File: src/rtl/mux_rr_arbiter.sv
// Round-robin arbiter that owns the select lines {A,B} of a shared 4-to-1 mux.
// Grants are registered, one-hot, and each tenure is capped at MAX_HOLD cycles.
module mux_rr_arbiter #(
   parameter int MAX_HOLD = 4
) (
   input  logic       clk,
   input  logic       reset_n,
   input  logic [3:0] REQ,
   input  logic [3:0] LAST,
   output logic [3:0] GNT,
   output logic       A,
   output logic       B,
   output logic       VALID
);

   localparam int            HW        = $clog2(MAX_HOLD) + 1;
   localparam logic [HW-1:0] HOLD_LAST = HW'(MAX_HOLD - 1);

   typedef enum logic {IDLE, GRANT} state_t;

   state_t        state;
   logic [1:0]    ptr;
   logic [1:0]    g;
   logic [HW-1:0] hold_cnt;

   // Returns {found, index}: first requester at or after start, wrapping mod 4.
   function automatic logic [2:0] rr_pick(input logic [3:0] req, input logic [1:0] start);
      logic [2:0] res;
      logic [1:0] idx;
      res = 3'b000;
      for (int i = 3; i >= 0; i--) begin
         idx = start + 2'(i);
         if (req[idx]) res = {1'b1, idx};
      end
      return res;
   endfunction

   logic       rel_now;
   logic [1:0] scan_start;
   logic [2:0] pick;
   logic       do_grant;

   // On release the scan starts just past the grantee, so it can only win if nobody else asks.
   always_comb begin
      rel_now    = !REQ[g] || LAST[g] || (hold_cnt == HOLD_LAST);
      scan_start = (state == GRANT) ? g + 2'd1 : ptr;
      pick       = rr_pick(REQ, scan_start);
      do_grant   = pick[2] && ((state == IDLE) || rel_now);
   end

   always_ff @(posedge clk) begin
      if (!reset_n) begin
         state    <= IDLE;
         GNT      <= 4'b0000;
         A        <= 1'b0;
         B        <= 1'b0;
         VALID    <= 1'b0;
         ptr      <= 2'd0;
         g        <= 2'd0;
         hold_cnt <= '0;
      end else begin
         if (state == GRANT && rel_now) ptr <= g + 2'd1;

         if (do_grant) begin
            state    <= GRANT;
            g        <= pick[1:0];
            GNT      <= 4'b0001 << pick[1:0];
            A        <= pick[1];
            B        <= pick[0];
            VALID    <= 1'b1;
            hold_cnt <= '0;
         end else if (state == GRANT && !rel_now) begin
            hold_cnt <= hold_cnt + HW'(1);
         end else if (state == GRANT) begin
            // Nobody left to serve: drop the grant but keep the selects where they were.
            state <= IDLE;
            GNT   <= 4'b0000;
            VALID <= 1'b0;
         end
      end
   end

endmodule

File: config.mk
export PLATFORM = sky130hd
export DESIGN_NAME = mux_rr_arbiter
export DESIGN_NICKNAME = d
export VERILOG_FILES = /design/src/rtl/mux_rr_arbiter.sv
export SDC_FILE = /design/constraint.sdc
export NUM_CORES = 1
export LEC_CHECK = 0
export ABC_AREA = 1
export CORE_MARGIN = 2
export CORE_UTILIZATION = 49
export DETAILED_ROUTE_END_ITERATION = 10
export PLACE_DENSITY = 0.86
export RECOVER_POWER = 25
export SETUP_SLACK_MARGIN = 0.15
export SLEW_MARGIN = 30
export SYNTH_ARGS = -nofsm -noshare
export SYNTH_HDL_FRONTEND = slang
export SYNTH_SLANG_ARGS = --single-unit
File: constraint.sdc
create_clock -name clk -period 1.88 [get_ports clk]
set_input_delay 0.282 -clock clk [delete_from_list [all_inputs] [get_ports clk]]
set_output_delay 0.282 -clock clk [all_outputs]
set_load 0.01 [all_outputs]
---- Yosys cells after proc, flatten, opt, wreduce, memory -nomap -nowiden ----
Index checks and enable logic that the tools add are counted.
storage, ports and cells
  register bits after elaboration ......... 15
  logic and storage cells ................. 59
cells by class
  $add $sub $neg .......................... 5
  order comparisons ....................... 5
  equality and inequality tests ........... 2
  shifts and indexed selects .............. 1
  multiplexer cells ....................... 25
  bitwise operators ....................... 2
  reduce and logical (&&, ||, !) cells .... 11
operators by type and width
  operator                                                                      count
  2-bit by 3-bit less-than comparator with 1-bit output, second input constant  5
  1-bit binary-select mux with 2-bit select                                     6
  3-bit 2-to-1 mux                                                              4
  4-bit 2-to-1 mux                                                              3
  1-bit 2-to-1 mux                                                              11
  2-bit by 1-bit adder with 2-bit output, second input constant                 2
  2-bit adder, second input constant                                            2
  1-bit by 2-bit << shifter with 4-bit output, first input constant             1
  3-bit by 1-bit adder with 3-bit output, second input constant                 1
  3-bit by 2-bit equality test with 1-bit output, second input constant         1
  1-bit logical AND                                                             3
  1-bit logical OR                                                              3
  1-bit logical NOT                                                             2
  2-bit 2-to-1 mux                                                              1
  2-bit != test, second input constant                                          1
  1-bit inverter                                                                2
  2-bit AND reduction                                                           1
  2-bit nonzero test                                                            1
  2-bit OR reduction                                                            1

---- Logic depth before layout (Yosys ltp) ----
Gate-level depths: netlist of run 1.
  depth in word-level cells ............... 12
  mapped depth ............................ 13
  mapped depth without buffers ............ 13

---- Least setup slack after synthesis of run 1 ----
OpenSTA, ideal clock, no wires.
  kind .................................... reg2reg
  from .................................... register hold_cnt[0]
  to ...................................... register g[0]
  setup time .............................. 0.115 ns
  arrival ................................. 1.471 ns
  data required time ...................... 1.765 ns
  path slack .............................. 0.294 ns
  stages on the path, launching flop included .. 10
  cells stage by stage .................... dfxtp_1 > ha_1 > ha_1 > nand3b_2 > nor2_1 > nor2_4 > inv_2 > a21oi_1 > o21ai_0 > inv_1
on the way
  word-level cells in the longest chain between the ends .. 4
ends and longest elaborated chain
  element                                         line  RTL
  from (decl)                                     24    logic [HW-1:0] hold_cnt;
  from (signal assigned)                          73    hold_cnt <= hold_cnt + HW'(1);
  3-bit by 2-bit equality test with 1-bit output  45    rel_now = !REQ[g] || LAST[g] || (hold_cnt == HOLD_LAST);
  1-bit logical OR                                45
  1-bit logical OR                                48    do_grant = pick[2] && ((state == IDLE) || rel_now);
  1-bit logical AND                               48
  to (signal assigned)                            66    g <= pick[1:0];
  to (decl)                                       23    logic [1:0] g;
Every way passes these cells.
A chain may end at the register's enable or synchronous reset.

---- Final worst setup path of run 1 ----
  from .................................... register hold_cnt[0]
  to ...................................... register hold_cnt[0]
on the way
  word-level cells in the longest chain between the ends .. 5
  elaborated cells between the ends (all ways) .. 8
  those cells by class .................... add/sub (1); eq/ne (1); reduce/logical (6)
ends and longest elaborated chain
  element                                         line
  3-bit by 2-bit equality test with 1-bit output  45
  1-bit logical OR                                45
  1-bit logical OR                                48
  1-bit logical AND                               48
  2-bit OR reduction (no line)                    n/a
Parallel ways exist; a longest one is shown, timed or not.

==> summary.md, run 1 <==
| Metric | Value |
|---|---|
| PostCTS Resize Cnt | `0` |
| DP HPWL | `between 1.5 and 2 mm` |
| Fillcell total | `127` |
| First-pass GRT wire length | `approximately 3.5 mm` |
| Fin area | `0.001111 mm2` |
| Clk_lat worst skew | `roughly 0.28 ns` |
| Initial antenna violation count | `0` |
| Number of global-route vias before repair | `858` |
| Count of TritonRoute iterations in the first routing pass | `4` |
| Remaining global-route overflow | `0` |
| Die Ht | `about 45 um` |
| Post-cts hold buffer count | `0` |
| Number of diodes | `0` |
| CP required | `roughly 2.1 ns` |
| Worst Tran Pin Value | `0.2526 ns` |
| Slew Limit Headroom | `0.8314` |
| Post-route DRC | `0` |
| Vias per Instance | `about 5.5` |
| Worst slack at placement | `-0.04263 ns` |
| Routed vias | `between 900 and 1,000` |
| Final Hold Vio Count | `0` |
| Commonest non-fill, non-tap cell in the layout | `nand2_1` |
| Total GRT Usage | `0.2332` |
| Post-Syn Instances | `130` |
| Multi-input logic area | `~540 um2` |
| Die ar. | `approximately 0.002 mm2` |
| Area leader, netlist | `dfxtp_1` |
| Syn Nets | `between 100 and 150` |
| Worst-path fanout max | `7` |
| CTS Buf Count | `3` |
| Worst Path Arrival | `between 1.5 and 2 ns` |
| Cell Rows | `14` |
| Fmax | `roughly 620 MHz` |
| Final WS setup | `approximately 0.26 ns` |
| VDD IR max | `around 0.00065 V` |
| HP Class | `flip-flop to flip-flop` |
| FF/Latch Area | `269.0 um2` |
| Worst-path clk slew | `around 0.070 ns` |
| IO Pins | `17` |
| Tmin final | `1.623 ns` |
| CTS Sinks | `13` |
| Port bufs | `16` |
| LEAKAGE | `around 0.52 nW` |
| #FFs+latches synth | `13` |
| Final core utilization | `0.7291` |
| Pwr Total | `between 1 and 1.5 mW` |
| Synth Cell Area | `between 800 and 900 um2` |
| Post-Place Cell Area | `around 0.0010 mm2` |
| Initial core utilization | `0.5296` |
| Critical path class | `flip-flop to flip-flop` |
| Initial detailed-routing violation count | `23` |
| Core area | `roughly 0.0015 mm2` |
| Syn-to-layout area delta | `37.67%` |
| Critical path launch point type | `flip-flop` |
| Clock Tree Buf Depth | `2` |
| # Post-CTS Setup Buffers | `0` |
| CP Capture Type | `flip-flop` |
| Largest net degree at the start of global routing | `10` |
| Area share of the largest cell type after synthesis | `0.3225` |
| Outcome | `completed` |
| Avg Inst Size Synth | `between 6 and 7 um2` |
| Share of cells above drive strength 1 | `0.2000` |
| Fin Clk Skew | `between 0.002 and 0.003 ns` |
| Max Slew Vio Count | `0` |
| H-tree depth | `1` |
| Die X | `between 40 and 50 um` |
| Register area share after synthesis | `0.3225` |
| Final wirelength | `2.159 mm` |
| Pwr Density | `1109 mW/mm2` |
| Synth area leaders | `dfxtp_1 32%, nand2_1 22%, nand3_1 8.1%` |
| Most frequent cells in the layout | `44 x nand2_1, 11 x nand3_1, 11 x clkdlybuf4s50_1, 10 x dfxtp_1, 10 x inv_1` |
| Syn. warnings | `0` |
| Routed len/inst | `~13 um` |
| Clock root buffer | `clkbuf_4` |
| Final RePlAce weighted congestion | `0.7775` |
| Final nets | `168` |
| Setup violations, final | `0` |
| Max-cap violations | `0` |
| Post-route ant nets | `0` |
| Synth cell types | `18` |
| RSZ-0062 raised after global routing | `false` |
| CTS tree | `done` |
| Final period util | `0.8632` |
==> synth_stat cells <==
cell type  number
o21ai_0         6
nand2_1        48
dfxtp_1        13
a311oi_1        1
ha_1            2
inv_1          10
nand4_1         2
nand3_2         1
inv_2           4
nor2_4          1
nor2_1         10
nand2_2         2
xnor2_1         1
nand3_1        13
nand3b_2        1
o211ai_1        2
or2_2           1
a21oi_1        12
==> cell type report <==
type,count,share of cell area
Clock buffer,4,0.02365
Inverter,14,0.05180
Multi-Input combinational cell,103,0.4865
Sequential cell,13,0.2421
Tap cell,16,0.01802
Timing Repair Buffer,20,0.1712
Timing Repair inverter,1,0.006757
==> worst max-delay path, stage by stage (launching register included) <==
cell and delay (ns):
dfxtp_1 0.35, ha_1 0.21, ha_1 0.17, nand3b_2 0.24
nor2_2 0.17, nor2_4 0.07, inv_2 0.08, nand2_2 0.07
nor2_1 0.16
==> state kept, by name (all words and copies together) (netlist names) <==
name and cells:
A 1, GNT 4, VALID 1, g 1, hold_cnt 3, ptr 2
state 1
==> layer usage <==
metal	up-vias	global-route usage	routed length [um]
met4	0	0.05455	20
met3	3	0.04082	146
met1	430	0.2886	941
met5	-	0	0
met2	29	0.4145	1051
li1	473	-	-
==> power by group <==
part           switching [mW]  internal, mW  total [mW]  leakage (nW)
logic                   0.401         0.270       0.670         0.400
clock network          0.0883        0.0824       0.171        0.0150
registers              0.0524         0.339       0.391         0.108
total                   0.541         0.691        1.23         0.524
==> final timing paths <==
path / startpoint / end / slack [ns] / depth (start not counted)
setup / recovery: hold_cnt[0]$_SDFFE_PP0N_ / hold_cnt[0]$_SDFFE_PP0N_ / 0.26 / 8
hold / removal: GNT[1]$_SDFFE_PN0P_ / GNT[1]$_SDFFE_PN0P_ / 0.46 / 2
setup reg to reg: hold_cnt[0]$_SDFFE_PP0N_ / hold_cnt[0]$_SDFFE_PP0N_ / 0.26 / 8
hold reg to reg: GNT[1]$_SDFFE_PN0P_ / GNT[1]$_SDFFE_PN0P_ / 0.46 / 2
==> through the flow <==
step / std cells / TNS [ns] / hold slack, ns
finish: 171 / 0 / 0.4646
global route: 171 / 0 / 0.4836
CTS: 170 / 0 / 0.4736
detailed placement: 166 / -0.1311 / 0.4598
global placement: 166 / 0 / 0.4551
floorplan: 130 / 0 / 0.4204
==> kinds of logic after synthesis <==
kind of cell,count (synthesis),share of synthesized area
fa+ha+maj,2,0.03100
simple gates,79,0.4295
flops,13,0.3225
buf+inv,14,0.06512
xor+xnor,1,0.01085
compound gates,21,0.1411
Power figures use the tool's default switching activity.
==> run 2: changes to the inputs <==
--- a/config.mk
+++ b/config.mk
@@ -11,7 +11,7 @@
 export DETAILED_ROUTE_END_ITERATION = 10
 export PLACE_DENSITY = 0.86
 export RECOVER_POWER = 25
-export SETUP_SLACK_MARGIN = 0.15
+export SETUP_SLACK_MARGIN = 0.3
 export SLEW_MARGIN = 30
 export SYNTH_ARGS = -nofsm -noshare
 export SYNTH_HDL_FRONTEND = slang
==> run 2 against run 1 <==
Effect of this change:
- sequential power up 4%
- worst hold slack barely moved
- critical path type is now primary input to flip-flop
- largest cell class unchanged
- sequential cell count is the same
- sequential share of layout area down 3.6 points
- first-iteration DRC count increased by 140%
- highest routed layer unchanged
==> summary.md, run 2 (synthesized netlist as in run 1, its figures left out) <==
| Metric | Value |
|---|---|
| Worst R2R Path Depth | `10 (+2)` |
| CP most frequent cell | `inv_1` |
| Syn-to-layout area delta | `63.10%` |
| Fin Clk Skew | `0.008685 ns (+0.005865 ns)` |
| CP top delay family | `buffers and inverters` |
| Routed len/inst | `16.95 um (+34%)` |
| Commonest non-fill, non-tap cell in the layout | `nand2_1` |
| Post-route ant nets | `0 (unchanged)` |
| Port bufs | `16 (unchanged)` |
| Multi-input logic area | `711.9 um2 (+32%)` |
| Cell Rows | `14 (unchanged)` |
| Number of global-route vias before repair | `902 (+5.1%)` |
| Sw Pwr | `707.1 uW (+31%)` |
| Die X | `44.59 um (unchanged)` |
| Die ar. | `0.001988 mm2 (unchanged)` |
| Final period util | `0.8719 (+0.008659)` |
| Clock network power share | `0.120 (-0.019)` |
| Remaining global-route overflow | `0 (unchanged)` |
| Routed vias | `1,041 (+11%)` |
| Final Hold Vio Count | `0 (unchanged)` |
| Reg2reg end | `GNT[0]$_SDFFE_PN0P_` |
| Pwr Total | `1.490 mW (+21%)` |
| Vias per Instance | `5.983 (+9.4%)` |
| Int Pwr | `782.8 uW (+13%)` |
| Worst reg-to-reg setup slack | `0.25 ns (about the same)` |
| Fillcell total | `82 (-35%)` |
| Critical path launch point type | `primary input` |
| CP required | `2.11 ns (+0.03 ns)` |
| Max Slew Vio Count | `0 (unchanged)` |
| Worst hold stages | `2 (unchanged)` |
| Setup violations, final | `0 (unchanged)` |
| Outcome | `completed` |
| Switch share | `0.4746 (+0.03544)` |
| Total GRT Usage | `0.2325 (-0.0007025)` |
| Slew Limit Headroom | `0.7858 (-0.04563)` |
| CTS Sinks | `13 (unchanged)` |
| Initial antenna violation count | `0 (unchanged)` |
| Worst Path Arrival | `1.87 ns (+0.05 ns)` |
| Initial core utilization | `0.5296 (unchanged)` |
| Max-cap violations | `0 (unchanged)` |
| Fmax | `610.1 MHz (-0.99%)` |
| Sum of negative setup slack | `0 ns (unchanged)` |
| Most frequent cells in the layout | `24 x nand2_1, 19 x nand2_2, 11 x clkdlybuf4s50_1, 10 x dfxtp_1, 9 x nand3_2` |
| Worst Tran Pin Value | `0.3208 ns (+0.06819 ns)` |
| First-pass GRT wire length | `3.498 mm (unchanged)` |
| Clk_lat worst skew | `0.29 ns (about the same)` |
| Max reg flops | `4 (unchanged)` |
| Crit path buf inv count | `5 (+4)` |
| FF/Latch Area | `271.5 um2 (+0.93%)` |
| Comb pwr share | `0.608 (+0.064)` |
| Final RePlAce weighted congestion | `0.7848 (+0.94%)` |
| Worst Hold Path EP | `GNT[1]$_SDFFE_PN0P_` |
| Worst hold start | `GNT[1]$_SDFFE_PN0P_` |
| DP HPWL | `1.506 mm (-4.0%)` |
| Clock Tree Buf Depth | `2 (unchanged)` |
| Number of diodes | `0 (unchanged)` |
| Post-route DRC | `0 (unchanged)` |
| Critical path class | `primary input to flip-flop` |
| Worst slack at placement | `-0.02628 ns (+0.01634 ns)` |
| Final WS setup | `0.2409 ns (-0.01628 ns)` |
| CTS Buf Count | `3 (unchanged)` |
| Worst-path clk slew | `0.07 ns (about the same)` |
| Critical-path cell list | `clkdlybuf4s50_1, clkbuf_1, nor2_1, nand2_1, inv_1, nor2_4, inv_2, a21oi_1, o21ai_1, inv_1` |
| Final core utilization | `0.8637 (+0.1346)` |
| CTS tree | `done` |
| Largest net degree at the start of global routing | `9 (-1)` |
| Final nets | `171 (+1.8%)` |
| Initial detailed-routing violation count | `55 (+140%)` |
| Share of cells above drive strength 1 | `0.4051 (+0.2051)` |
| Tmin final | `1.639 ns (+0.01628 ns)` |
| Core area | `0.001524 mm2 (unchanged)` |
| IO Pins | `17 (unchanged)` |
| Die Ht | `44.59 um (unchanged)` |
| Worst r2r src | `g[0]$_SDFFE_PN0P_` |
| RSZ-0062 raised after global routing | `true` |
| Final wirelength | `2.949 mm (+37%)` |
| H-tree depth | `1 (unchanged)` |
| Clock root buffer | `clkbuf_4` |
| Biggest regs | `GNT x4, hold_cnt x3, ptr x2` |
| VDD IR max | `0.0008465 V (+31%)` |
| Worst-path fanout max | `7 (unchanged)` |
| Count of TritonRoute iterations in the first routing pass | `5 (+1)` |
| Post-cts hold buffer count | `0 (unchanged)` |
| Reg power frac | `0.272 (-0.046)` |
| CP Capture Type | `flip-flop` |
| CP peak stage delay | `0.47 ns (+0.12 ns)` |
| Top reg by flops | `GNT` |
| Pwr Density | `1132 mW/mm2 (+2.0%)` |
| LEAKAGE | `0.6038 nW (+15%)` |
| HP Class | `flip-flop to flip-flop` |
| Critical path's slowest cell | `clkdlybuf4s50_1` |
-- run 2: stage by stage --
step	hold slack, ns	cells	instance area, um2
after CTS	0.4710	172	1079
after detailed placement	0.4572	166	1020
after global placement	0.4551	166	1020
final	0.4649	174	1316
after floorplan	0.4204	130	809.5
after global routing	0.4816	174	1316
-- run 2: area by class of cell --
type,instances,share of cell area
inverters,14,0.04943
flip-flops and latches,13,0.2063
well taps,16,0.01521
repair buffers,24,0.1683
multi-input cells,103,0.5409
clock buffers,4,0.01996
-- run 2: power groups by stage --
| stage | registers [mW] | logic [mW] | clock network, mW |
|---|---|---|---|
| after detailed placement | 0.384 | 0.606 | 0 |
| after CTS | 0.382 | 0.638 | 0.178 |
| after global routing | 0.412 | 0.972 | 0.193 |
| after floorplan | 0.399 | 0.379 | 0 |
| after global placement | 0.383 | 0.591 | 0 |
| final | 0.406 | 0.905 | 0.179 |
-- run 2: metal layers --
metal / vias up / track usage / wire length, um
li1: 485 / - / -
met1: 485 / 0.2872 / 1177
met2: 54 / 0.4174 / 1465
met3: 17 / 0.03673 / 193
met4: 0 / 0.05455 / 113
met5: - / 0 / 0
-- run 2: what timing repair did --
item / CTS / global route
endpoints found under the setup margin: 6 / 9
buffers inserted: 2 / 2
gates resized for setup: 8 / 63
pin swaps: 1 / 20
endpoints found under the hold margin: 0 / 0
-- run 2: worst min-delay path, delay by kind of cell, from the launching register on --
| family | cells | cell delay (ns) |
|---|---|---|
| simple gates | 1 | 0.06 |
| flops | 1 | 0.31 |
| compound gates | 1 | 0.05 |
-- run 2: worst max path at each step --
stage	start	end	slack (ns)	depth (start not counted)
final	REQ[2]	g[0]$_SDFFE_PN0P_	0.24	10
after floorplan	hold_cnt[0]$_SDFFE_PP0N_	GNT[0]$_SDFFE_PN0P_	0.37	8
after global routing	REQ[2]	g[0]$_SDFFE_PN0P_	0.15	10
after CTS	hold_cnt[0]$_SDFFE_PP0N_	GNT[3]$_SDFFE_PN0P_	0.30	8
after global placement	REQ[1]	GNT[0]$_SDFFE_PN0P_	0.03	9
after detailed placement	REQ[1]	GNT[3]$_SDFFE_PN0P_	-0.03	9
==> run 3: changes to the inputs <==
--- a/config.mk
+++ b/config.mk
@@ -9,7 +9,7 @@
 export CORE_MARGIN = 2
 export CORE_UTILIZATION = 49
 export DETAILED_ROUTE_END_ITERATION = 10
-export PLACE_DENSITY = 0.86
+export PLACE_DENSITY = 0.78
 export RECOVER_POWER = 25
 export SETUP_SLACK_MARGIN = 0.3
 export SLEW_MARGIN = 30
==> run 3 against run 2 <==
Effect of this change:
- worst hold slack improved by 0.0026 ns
- largest power group unchanged
- clock-buffer cell count did not move
- first-iteration DRC count shrank 55%
- critical endpoint unchanged
==> summary.md, run 3 (synthesized netlist as in run 1, its figures left out) <==
| Metric | Value |
|---|---|
| Worst Tran Pin Value | `0.2820 ns (-0.03881 ns)` |
| Clk_lat worst skew | `0.27 ns (-0.02 ns)` |
| Fmax | `614.8 MHz (+0.77%)` |
| Count of TritonRoute iterations in the first routing pass | `5 (unchanged)` |
| Worst-path clk slew | `0.08 ns (about the same)` |
| IO Pins | `17 (unchanged)` |
| Post-route DRC | `0 (unchanged)` |
| Clock Tree Buf Depth | `2 (unchanged)` |
| Top reg by flops | `GNT` |
| Final RePlAce weighted congestion | `0.8409 (+7.1%)` |
| Total GRT Usage | `0.2124 (-0.02009)` |
| Remaining global-route overflow | `0 (unchanged)` |
| CP most frequent cell | `inv_1` |
| Die X | `44.59 um (unchanged)` |
| Number of diodes | `0 (unchanged)` |
| Die Ht | `44.59 um (unchanged)` |
| Critical path's slowest cell | `dlygate4sd3_1` |
| Final Hold Vio Count | `0 (unchanged)` |
| Routed vias | `956 (-8.2%)` |
| CTS Buf Count | `3 (unchanged)` |
| Max-cap violations | `0 (unchanged)` |
| Port bufs | `16 (unchanged)` |
| Clock root buffer | `clkbuf_4` |
| Commonest non-fill, non-tap cell in the layout | `nand2_1` |
| CTS Sinks | `13 (unchanged)` |
| Final period util | `0.8652 (-0.006644)` |
| CP peak stage delay | `0.62 ns (+0.15 ns)` |
| Worst reg-to-reg setup slack | `0.29 ns (+0.04 ns)` |
| CTS tree | `done` |
| CP Capture Type | `flip-flop` |
| Die ar. | `0.001988 mm2 (unchanged)` |
| Routed len/inst | `13.11 um (-23%)` |
| Worst-path fanout max | `7 (unchanged)` |
| Max reg flops | `4 (unchanged)` |
| Biggest regs | `GNT x4, hold_cnt x3, ptr x2` |
| Crit path buf inv count | `5 (unchanged)` |
| Max Slew Vio Count | `0 (unchanged)` |
| VDD IR max | `0.0007836 V (-7.4%)` |
| Largest net degree at the start of global routing | `10 (+1)` |
| Critical path class | `primary input to flip-flop` |
| Critical-path cell list | `dlygate4sd3_1, buf_4, nor2_1, nand2_1, inv_1, nor2_4, inv_2, a21oi_1, o21ai_1, inv_1` |
| Post-route ant nets | `0 (unchanged)` |
| Share of cells above drive strength 1 | `0.2994 (-0.1057)` |
| H-tree depth | `1 (unchanged)` |
| Number of global-route vias before repair | `823 (-8.8%)` |
| LEAKAGE | `0.5542 nW (-8.2%)` |
| Post-cts hold buffer count | `0 (unchanged)` |
| Final nets | `170 (-0.58%)` |
| Initial core utilization | `0.5296 (unchanged)` |
| Slew Limit Headroom | `0.8112 (+0.02540)` |
| HP Class | `flip-flop to flip-flop` |
| Tmin final | `1.627 ns (-0.01249 ns)` |
| CP top delay family | `buffers and inverters` |
| Final core utilization | `0.7931 (-0.07061)` |
| Most frequent cells in the layout | `36 x nand2_1, 12 x nand2_2, 11 x clkdlybuf4s50_1, 10 x dfxtp_1, 10 x inv_1` |
| Worst Path Arrival | `1.85 ns (-0.02 ns)` |
| Syn-to-layout area delta | `49.77%` |
| Setup violations, final | `0 (unchanged)` |
| RSZ-0062 raised after global routing | `true` |
| Cell Rows | `14 (unchanged)` |
| First-pass GRT wire length | `3.180 mm (-9.1%)` |
| Critical path launch point type | `primary input` |
| Vias per Instance | `5.526 (-7.6%)` |
| CP required | `2.10 ns (about the same)` |
| Pwr Density | `1111 mW/mm2 (-1.8%)` |
| Final wirelength | `2.268 mm (-23%)` |
| Core area | `0.001524 mm2 (unchanged)` |
| DP HPWL | `1.517 mm (+0.76%)` |
| Fin Clk Skew | `0.003380 ns (-0.005306 ns)` |
| Fillcell total | `119 (+45%)` |
| Post-Route Hold Slack | `0.4675 ns (+0.002571 ns)` |
| Outcome | `completed` |
| Initial antenna violation count | `0 (unchanged)` |
| Initial detailed-routing violation count | `25 (-55%)` |
[run 3: repair_timing]
| action | CTS | global route |
|---|---|---|
| setup buffers | 0 | 1 |
| pin swaps | 1 | 9 |
| cloned | 0 | 1 |
| gates resized for setup | 9 | 32 |
| setup endpoints to repair | 5 | 9 |
[run 3: per-stage QoR]
step	cells	TNS, ns	total power, mW	setup slack, ns	cell area (um2)
after floorplan	130	0	0.7781	0.3689	809.5
after global placement	167	0	0.9782	0.03012	1027
after detailed placement	167	-0.07495	0.9914	-0.02391	1027
after CTS	171	0	1.183	0.2897	1074
after global routing	173	0	1.435	0.1612	1209
final	173	0	1.343	0.2534	1209
[run 3: area by class of cell]
cell class / instances / area [um2] / area share
Multi-Input combinational cell: 103 / 615.6 / 0.5093
Inverter: 14 / 62.56 / 0.05176
Clock buffer: 4 / 26.28 / 0.02174
Timing Repair inverter: 1 / 7.507 / 0.006211
Tap cell: 16 / 20.02 / 0.01656
Timing Repair Buffer: 22 / 205.2 / 0.1698
Sequential cell: 13 / 271.5 / 0.2246
[run 3: final timing paths]
path | start | end | depth (start not counted)
worst min-delay path | GNT[3]$_SDFFE_PN0P_ | GNT[3]$_SDFFE_PN0P_ | 2
worst max register to register | state$_SDFFE_PN0P_ | GNT[1]$_SDFFE_PN0P_ | 12
worst min register to register | GNT[3]$_SDFFE_PN0P_ | GNT[3]$_SDFFE_PN0P_ | 2
worst max-delay path | REQ[1] | g[0]$_SDFFE_PN0P_ | 10
[run 3: power by group]
group | switching (mW) | internal, mW
registers | 0.0567 | 0.341
logic | 0.462 | 0.311
clock network | 0.0891 | 0.0822
[run 3: worst register-to-register path: stages (launching register included)]
cell and delay [ns]:
dfxtp_4 0.42, nand2_1 0.12, nand2_4 0.12, nand2_1 0.07, nand2_2 0.07, nand2_2 0.07, nand2_1 0.09, nand3_2 0.09
nand2_1 0.09, nand2_2 0.07, nand2_2 0.09, nand3_1 0.07, a21oi_1 0.13
[run 3: per-layer routing]
metal  GRT usage  part of all wire  vias up
li1            -                 -      481
met1      0.2594              0.45      432
met3     0.02857             0.055        8
met2      0.3768              0.48       35
met4     0.07273             0.019        0
met5           0                 0        -
